===== config.mk =====
export PLATFORM = sky130hd
export DESIGN_NAME = exe_pipeline_controller_flat
export DESIGN_NICKNAME = d
export VERILOG_FILES = /design/src/rtl/arm_pkg.sv /design/src/rtl/exe_pipeline_controller_if.sv /design/src/rtl/forwarding_unit.sv /design/src/rtl/exe_pipeline_controller.sv /design/src/flat_wrapper.sv
export SDC_FILE = /design/constraint.sdc
export NUM_CORES = 1
export LEC_CHECK = 0
export CORE_AREA = 2 2 43 53
export DETAILED_ROUTE_END_ITERATION = 8
export DIE_AREA = 0 0 45 55
export PLACE_DENSITY = 0.76
export SLEW_MARGIN = 20
export SYNTH_ARGS = -nofsm -noshare
export SYNTH_HDL_FRONTEND = slang
export SYNTH_SLANG_ARGS = --single-unit

===== constraint.sdc =====
create_clock -name clk -period 1.7 [get_ports clk]
set_input_delay 0.34 -clock clk [delete_from_list [all_inputs] [get_ports clk]]
set_output_delay 0.34 -clock clk [all_outputs]
set_load 0.03 [all_outputs]

===== src/rtl/arm_pkg.sv =====
// arm_pkg: shared pipeline-controller types (FSM state, forwarding select codes)
package arm_pkg;
  typedef enum logic [1:0] {
    IDLE   = 2'd0,
    ACCESS = 2'd1,
    DONE   = 2'd2
  } exe_ctrl_state_t;
  localparam logic [1:0] FWD_RF  = 2'b00;
  localparam logic [1:0] FWD_MEM = 2'b01;
  localparam logic [1:0] FWD_WB  = 2'b10;
endpackage


===== src/rtl/exe_pipeline_controller_if.sv =====
// exe_pipeline_controller_if: pipeline-stage hazard/forwarding/memory control bundle
//   master: pipeline datapath side, drives stage register fields, receives controls
//   slave : controller side, reads stage register fields, drives freeze/flush/forwarding
interface exe_pipeline_controller_if #(parameter int REG_W = 4);
  logic [REG_W-1:0] idSrc1, idSrc2, exSrc1, exSrc2, exDest, memDest, wbDest;
  logic idTwoSrc, exWbEn, exMemREn, memWbEn, memREn, memWEn, wbWbEn;
  logic branchTaken, ldStatusIn;
  logic freeze, hazard, flushIfId, flushIdEx, sramStart, memRdy, ldStatusOut;
  logic [1:0] selSrc1, selSrc2;
  modport master (
    output idSrc1, idSrc2, idTwoSrc, exSrc1, exSrc2, exDest, exWbEn, exMemREn,
           memDest, memWbEn, memREn, memWEn, wbDest, wbWbEn, branchTaken, ldStatusIn,
    input  freeze, hazard, flushIfId, flushIdEx, sramStart, memRdy, selSrc1, selSrc2,
           ldStatusOut
  );
  modport slave (
    input  idSrc1, idSrc2, idTwoSrc, exSrc1, exSrc2, exDest, exWbEn, exMemREn,
           memDest, memWbEn, memREn, memWEn, wbDest, wbWbEn, branchTaken, ldStatusIn,
    output freeze, hazard, flushIfId, flushIdEx, sramStart, memRdy, selSrc1, selSrc2,
           ldStatusOut
  );
endinterface


===== src/rtl/forwarding_unit.sv =====
// forwarding_unit: EX-stage ALU operand forwarding selects
//   exSrc1/exSrc2       EX-stage source registers
//   memDest/memWbEn     MEM-stage destination and write-back enable
//   wbDest/wbWbEn       WB-stage destination and write-back enable
//   selSrc1/selSrc2     00 register file, 01 MEM result, 10 WB value
module forwarding_unit
  import arm_pkg::*;
#(
  parameter int REG_W  = 4,
  parameter int FWD_EN = 1
) (
  input  logic [REG_W-1:0] exSrc1,
  input  logic [REG_W-1:0] exSrc2,
  input  logic [REG_W-1:0] memDest,
  input  logic             memWbEn,
  input  logic [REG_W-1:0] wbDest,
  input  logic             wbWbEn,
  output logic [1:0]       selSrc1,
  output logic [1:0]       selSrc2
);
  // the MEM stage holds the younger result, so it wins over WB
  assign selSrc1 = (FWD_EN == 0)                  ? FWD_RF  :
                   (memWbEn && exSrc1 == memDest) ? FWD_MEM :
                   (wbWbEn  && exSrc1 == wbDest)  ? FWD_WB  : FWD_RF;
  assign selSrc2 = (FWD_EN == 0)                  ? FWD_RF  :
                   (memWbEn && exSrc2 == memDest) ? FWD_MEM :
                   (wbWbEn  && exSrc2 == wbDest)  ? FWD_WB  : FWD_RF;
endmodule


===== src/rtl/exe_pipeline_controller.sv =====
// exe_pipeline_controller: execute-stage sequencing for the 5-stage ARM pipeline
//   clk, rst   rising-edge clock, synchronous active-high reset
//   bus        slave side of exe_pipeline_controller_if: stage register fields in;
//              freeze/hazard/flush, SRAM start/ready, forwarding selects and
//              gated status load out
module exe_pipeline_controller
  import arm_pkg::*;
#(
  parameter int REG_W    = 4,
  parameter int MEM_WAIT = 4,
  parameter int FWD_EN   = 1
) (
  input logic clk,
  input logic rst,
  exe_pipeline_controller_if.slave bus
);
  localparam int CW = $clog2(MEM_WAIT + 1);
  if (MEM_WAIT < 1) begin : g_bad_wait
    $error("exe_pipeline_controller: MEM_WAIT must be >= 1");
  end
  exe_ctrl_state_t state;
  logic [CW-1:0] cnt;
  logic memReq, frz, haz, exHit, memHit;
  assign memReq = bus.memREn | bus.memWEn;
  // freeze rises combinationally with the request so the load never slips past MEM
  assign frz = (state == IDLE && memReq) || state == ACCESS;
  always_ff @(posedge clk) begin
    if (rst) begin
      state <= IDLE;
      cnt   <= '0;
    end else if (state == IDLE) begin
      if (memReq) begin
        state <= ACCESS;
        cnt   <= CW'(MEM_WAIT - 1);
      end
    end else if (state == ACCESS) begin
      if (cnt != '0) cnt <= cnt - 1'b1;
      else state <= DONE;
    end else begin
      state <= IDLE;
    end
  end
  assign exHit  = bus.idSrc1 == bus.exDest  || (bus.idTwoSrc && bus.idSrc2 == bus.exDest);
  assign memHit = bus.idSrc1 == bus.memDest || (bus.idTwoSrc && bus.idSrc2 == bus.memDest);
  // with forwarding only a load in EX cannot be bypassed in time
  assign haz = (FWD_EN != 0) ? (bus.exWbEn && bus.exMemREn && exHit)
                             : ((bus.exWbEn && exHit) || (bus.memWbEn && memHit));
  assign bus.freeze      = frz;
  assign bus.hazard      = haz;
  assign bus.sramStart   = !rst && state == IDLE && memReq;
  assign bus.memRdy      = !rst && state == DONE;
  assign bus.flushIfId   = !rst && !frz && bus.branchTaken;
  assign bus.flushIdEx   = !rst && !frz && (bus.branchTaken || haz);
  assign bus.ldStatusOut = bus.ldStatusIn && !frz && !rst;
  forwarding_unit #(.REG_W(REG_W), .FWD_EN(FWD_EN)) u_fwd (
    .exSrc1  (bus.exSrc1),
    .exSrc2  (bus.exSrc2),
    .memDest (bus.memDest),
    .memWbEn (bus.memWbEn),
    .wbDest  (bus.wbDest),
    .wbWbEn  (bus.wbWbEn),
    .selSrc1 (bus.selSrc1),
    .selSrc2 (bus.selSrc2)
  );
endmodule

===== src/flat_wrapper.sv =====
// flat-port wrapper written by rule: the top's interface ports become plain ports
module exe_pipeline_controller_flat import arm_pkg::*;
#(
  parameter int REG_W    = 4,
  parameter int MEM_WAIT = 4,
  parameter int FWD_EN   = 1
)
  (clk, rst, bus_idSrc1, bus_idSrc2, bus_idTwoSrc, bus_exSrc1, bus_exSrc2, bus_exDest, bus_exWbEn, bus_exMemREn, bus_memDest, bus_memWbEn, bus_memREn, bus_memWEn, bus_wbDest, bus_wbWbEn, bus_branchTaken, bus_ldStatusIn, bus_freeze, bus_hazard, bus_flushIfId, bus_flushIdEx, bus_sramStart, bus_memRdy, bus_selSrc1, bus_selSrc2, bus_ldStatusOut);
  exe_pipeline_controller_if #(.REG_W(REG_W)) bus_i ();
  input logic clk;
  input logic rst;
  input wire logic [$bits(bus_i.idSrc1)-1:0] bus_idSrc1;
  input wire logic [$bits(bus_i.idSrc2)-1:0] bus_idSrc2;
  input wire logic [$bits(bus_i.idTwoSrc)-1:0] bus_idTwoSrc;
  input wire logic [$bits(bus_i.exSrc1)-1:0] bus_exSrc1;
  input wire logic [$bits(bus_i.exSrc2)-1:0] bus_exSrc2;
  input wire logic [$bits(bus_i.exDest)-1:0] bus_exDest;
  input wire logic [$bits(bus_i.exWbEn)-1:0] bus_exWbEn;
  input wire logic [$bits(bus_i.exMemREn)-1:0] bus_exMemREn;
  input wire logic [$bits(bus_i.memDest)-1:0] bus_memDest;
  input wire logic [$bits(bus_i.memWbEn)-1:0] bus_memWbEn;
  input wire logic [$bits(bus_i.memREn)-1:0] bus_memREn;
  input wire logic [$bits(bus_i.memWEn)-1:0] bus_memWEn;
  input wire logic [$bits(bus_i.wbDest)-1:0] bus_wbDest;
  input wire logic [$bits(bus_i.wbWbEn)-1:0] bus_wbWbEn;
  input wire logic [$bits(bus_i.branchTaken)-1:0] bus_branchTaken;
  input wire logic [$bits(bus_i.ldStatusIn)-1:0] bus_ldStatusIn;
  output wire logic [$bits(bus_i.freeze)-1:0] bus_freeze;
  output wire logic [$bits(bus_i.hazard)-1:0] bus_hazard;
  output wire logic [$bits(bus_i.flushIfId)-1:0] bus_flushIfId;
  output wire logic [$bits(bus_i.flushIdEx)-1:0] bus_flushIdEx;
  output wire logic [$bits(bus_i.sramStart)-1:0] bus_sramStart;
  output wire logic [$bits(bus_i.memRdy)-1:0] bus_memRdy;
  output wire logic [$bits(bus_i.selSrc1)-1:0] bus_selSrc1;
  output wire logic [$bits(bus_i.selSrc2)-1:0] bus_selSrc2;
  output wire logic [$bits(bus_i.ldStatusOut)-1:0] bus_ldStatusOut;
  assign bus_i.idSrc1 = bus_idSrc1;
  assign bus_i.idSrc2 = bus_idSrc2;
  assign bus_i.idTwoSrc = bus_idTwoSrc;
  assign bus_i.exSrc1 = bus_exSrc1;
  assign bus_i.exSrc2 = bus_exSrc2;
  assign bus_i.exDest = bus_exDest;
  assign bus_i.exWbEn = bus_exWbEn;
  assign bus_i.exMemREn = bus_exMemREn;
  assign bus_i.memDest = bus_memDest;
  assign bus_i.memWbEn = bus_memWbEn;
  assign bus_i.memREn = bus_memREn;
  assign bus_i.memWEn = bus_memWEn;
  assign bus_i.wbDest = bus_wbDest;
  assign bus_i.wbWbEn = bus_wbWbEn;
  assign bus_i.branchTaken = bus_branchTaken;
  assign bus_i.ldStatusIn = bus_ldStatusIn;
  assign bus_freeze = bus_i.freeze;
  assign bus_hazard = bus_i.hazard;
  assign bus_flushIfId = bus_i.flushIfId;
  assign bus_flushIdEx = bus_i.flushIdEx;
  assign bus_sramStart = bus_i.sramStart;
  assign bus_memRdy = bus_i.memRdy;
  assign bus_selSrc1 = bus_i.selSrc1;
  assign bus_selSrc2 = bus_i.selSrc2;
  assign bus_ldStatusOut = bus_i.ldStatusOut;
  exe_pipeline_controller #(.REG_W(REG_W), .MEM_WAIT(MEM_WAIT), .FWD_EN(FWD_EN)) u_core (.clk(clk), .rst(rst), .bus(bus_i));
endmodule

After elaboration in Yosys (flattened, before gate mapping)
Cells that the tools add are included.
- register bits: 5
- latch bits: 0
- bits in writable memories: 0
- memory bits (read-only): 0
- output and inout port bits: 11
- logic and storage cells: 53
- memories: 0
- add/sub/neg operators: 1
- multiply operators: 0
- divide/modulo/power cells: 0
- $lt $le $gt $ge: 0
- equality and inequality tests: 10
- shift-type cells: 0
- mux-type cells: 12
- bitwise operators: 1
- reductions and logical operators: 27
- operators by type and width (cell ; number):
    $eq 4x4->1 ; 6
    $logic_and 1x1->1 ; 16
    $mux 2 ; 8
    $mux 3 ; 4
    $reduce_bool 2->1 ; 2
    $logic_or 1x1->1 ; 3
    $ne 3x2->1 const B ; 1
    $reduce_and 3->1 ; 1
    $reduce_bool 3->1 ; 1
    $sub 3x1->3 const B ; 1
    $eq 2x1->1 const B ; 1
    $eq 2x2->1 const B ; 1
    $logic_not 1->1 ; 2
    $logic_not 2->1 ; 1
    $ne 2x1->1 const B ; 1
    $reduce_and 2->1 ; 1
    $or 1x1->1 ; 1

Longest topological paths before layout
- word-level depth: 6
- gate-level depth with buffers: 7
- mapped depth without buffers: 7

Hierarchy
Synthesis repeated with hierarchy kept, for this count alone.
- cell total of the unflattened synthesis: 77
- area total of the unflattened synthesis: 593.1 µm²
- by module, submodules not included (module ; instances ; cells each ; area an instance (µm²) ; seq. area each (µm²)):
    exe_pipeline_controller ; 1 ; 46 ; 380.4 ; 100.1
    forwarding_unit ; 1 ; 31 ; 212.7 ; 0.0

Worst setup path after synthesis
Ideal clock, no wire load.
- path kind: input port to output port
- start point: in bus_memDest[2]
- end point: out bus_selSrc2[1]
- data arrival time: 1959 ps
- path slack: -599 ps
- stages: 3
- cells stage by stage: xor2_1 -> nor4_1 -> nor2_1
- longest elaborated chain between the ends: 3
- ends and longest elaborated chain (item ; RTL line ; source):
    from (decl) ; flat_wrapper.sv:20 ; input wire logic [$bits(bus_i.memDest)-1:0] bus_memDest;
    $eq 4x4->1 ; forwarding_unit.sv:26 ; (memWbEn && exSrc2 == memDest) ? FWD_MEM :
    $logic_and 1x1->1 ; forwarding_unit.sv:26 ;
    $mux 2 ; forwarding_unit.sv:26 ;
    to (decl) ; flat_wrapper.sv:35 ; output wire logic [$bits(bus_i.selSrc2)-1:0] bus_selSrc2;
Every way passes these cells.

Worst setup path after layout
- start point: in bus_exSrc1[0]
- end point: out bus_selSrc1[0]
- longest elaborated chain between the ends: 3
- ends and longest elaborated chain (item ; RTL line ; source):
    from (decl) ; flat_wrapper.sv:15 ; input wire logic [$bits(bus_i.exSrc1)-1:0] bus_exSrc1;
    $eq 4x4->1 ; forwarding_unit.sv:23 ; (memWbEn && exSrc1 == memDest) ? FWD_MEM :
    $logic_and 1x1->1 ; forwarding_unit.sv:23 ;
    $mux 2 ; forwarding_unit.sv:23 ;
    to (decl) ; flat_wrapper.sv:34 ; output wire logic [$bits(bus_i.selSrc1)-1:0] bus_selSrc1;
Every way passes these cells.

==> impl_metrics.tcl <==
set metrics [dict create \
    drtPass1Iterations 4 \
    r2r_cells 6 \
    placedCellCount 162 \
    endpoint "bus_selSrc1[0]" \
    setup_viol 1 \
    cap_violations 0 \
    fin_crit_ps 1700 \
    cts_hold_buffers 0 \
    ys_types 27 \
    end_kind "output pin" \
    antenna_left 0 \
    grt_pass1_vias 876 \
    gp_congestion 0.754 \
    wl_per_cell_um 13.2 \
    cts_sinks 5 \
    clk_pin_slew_ps 40 \
    dieArea_um2 2480 \
    dp_slack_ps -828 \
    ys_seq_area_frac 0.169 \
    drv_slew 0 \
    grt_usage 0.198 \
    final_common_cell "buf_4" \
    synth_seq_cells 5 \
    fin_skew_ps 3.75 \
    p_per_area_nw_per_um2 524 \
    fin_cells 171 \
    postSynthAreaPerCell_um2 8.00 \
    worstReg2RegEnd "u_core.cnt[1]$_SDFFE_PP0P_" \
    timing.rr.start "u_core.cnt[0]$_SDFFE_PP0P_" \
    ctsRootBufferMaster "clkbuf_4" \
    nets 193 \
    antenna_found_initial 0 \
    htree_num_levels 1 \
    dr_total_vias 832 \
    critPathArrivalTime_ps 1360 \
    place.port_buffers 49 \
    detailed_place_hpwl_mm 1.76 \
    critical_path_class "in2out" \
    worst_hold_slack_ps 532 \
    yosys.area.top_type "xor2_1" \
    start_util 0.299 \
    synth_area_um2 592 \
    rsz0062_at_grt "yes" \
    relSlewSlack 0.796 \
    timing.fmax_ghz 0.587 \
    synthCells 74 \
    die_y_um 55 \
    routed_wl_mm 2.26 \
    tightest_slew_ps 306 \
    yosysTopAreaCellShare 0.192 \
    hold_violations 0 \
    clk_latency_ps 250 \
    final_util 0.690 \
    grt.overflow.total 0 \
    tritoncts "done" \
    period_share 1.00 \
    required_ps 1360 \
    core_um2 1980 \
    final_cell_mix "buf_4, xor2_1, dlygate4sd2_1, buf_6, clkbuf_2" \
    status "finished with violations" \
    syn_nets 115 \
    grt_start_max_net_pins 7 \
    io_pins 50 \
    setup.worst_path.start "bus_exSrc1[0]" \
    peakVddDrop_mv 0.281 \
    grt_pass1_wl_mm 3.46 \
    n_antenna_cell 0 \
    row_count 18 \
    vias_per_cell 4.87 \
    initialDrtViolationCount 10 \
    hold_path.class "reg2reg" \
    crit_path_start_kind "input pin" \
    drcViolationCount 0 \
    die_w_um 45 \
    syn2layout_area_growth_pct 131 \
    ys_warn_count 0 \
    clock_tree.buffer_depth 2 \
    drive_above_1_share 0.556 \
    synth.area.top_cells "xor2_1, dfxtp_1, xnor2_1" \
    regToRegSetupSlack_ps 180 \
    p_leak_nw 0.661 \
    violations "negative setup slack" \
    cts_inserted_buffers 3 \
    setup_ws_ps -4.71 \
    crit_path_max_fanout 3 \
]
[cells in the mapped netlist (all sizes together)]
library cell	count
a222oi	1
inv	8
xor2	13
nor2	8
nand2	2
a2bb2oi	1
a211o	1
clkbuf	1
nor3b	3
ha	2
a31oi	1
nor4bb	1
a211oi	2
dfxtp	5
nand4	1
a21oi	2
nor3	5
xnor2	8
nor2b	1
nor4	2
o22ai	1
nor4b	1
o21ai	1
nand3	3
[through the flow]
step	setup TNS, ps	area, um^2	total power, mW
6_report	-4.71	1370	0.716
5_1_grt	-176	1370	0.769
4_1_cts	-102	1310	0.696
3_5_place_dp	-2970	1260	0.548
3_3_place_gp	-2580	1260	0.532
2_1_floorplan	-256	624	0.349
[where the power goes]
| group | leakage [nW] | switching [mW] | internal, mW |
|---|---|---|---|
| Sequential | 0.0424 | 0.0145 | 0.140 |
| Combinational | 0.604 | 0.198 | 0.221 |
| Clock | 0.0150 | 0.0532 | 0.0890 |
[critical path, stage by stage]
cell and delay [ps]:
buf_8 100, a222oi_1 350, nor4b_4 300, buf_4 160, buf_6 120
[flip-flops by register name (all words and copies together) (netlist names)]
name	flops
u_core.cnt	3
u_core.state	2
[how the worst min path moves through the flow]
stage / start / to / slack (ps) / depth (start not counted)
floorplan: u_core.cnt[0]$_SDFFE_PP0P_ / u_core.cnt[0]$_SDFFE_PP0P_ / 500 / 3
CTS: u_core.cnt[1]$_SDFFE_PP0P_ / u_core.cnt[1]$_SDFFE_PP0P_ / 530 / 2
global placement: u_core.cnt[1]$_SDFFE_PP0P_ / u_core.cnt[1]$_SDFFE_PP0P_ / 510 / 2
finish: u_core.state[1]$_SDFFE_PP0P_ / u_core.state[1]$_SDFFE_PP0P_ / 530 / 1
detailed placement: u_core.cnt[1]$_SDFFE_PP0P_ / u_core.cnt[1]$_SDFFE_PP0P_ / 520 / 2
global route: u_core.state[1]$_SDFFE_PP0P_ / u_core.state[1]$_SDFFE_PP0P_ / 570 / 1
[final cells by class]
cell class | instances | area (um^2)
clock buffer | 4 | 26.3
sequential | 5 | 105
multi-input combinational | 60 | 563
fill | 173 | 614
timing repair buffer | 74 | 618
inverter | 8 | 30.0
tap | 20 | 25.0
[repair_timing]
item,4_1_cts,5_1_grt
setup endpoints to repair,9,9
buffers inserted,3,2
gates resized for setup,90,33
pin swaps,23,22
gates cloned,0,0
[routing by layer]
layer,track usage,up-vias,share of wire
li1,-,406,-
met1,0.177,375,0.32
met2,0.390,44,0.57
met3,0.0390,7,0.084
met4,0.132,0,0.029
met5,0,-,0
[cells by family after synthesis]
kind of cell,Yosys count,synth area share
and+or+nand+nor,27,0.285
xor gates and xnor gates,21,0.311
AOI/OAI and AO/OA,10,0.135
buffers and inverters,9,0.0571
DFF,5,0.169
adders and majority gates,2,0.0423
No activity file was read; power rests on OpenSTA's default activity.
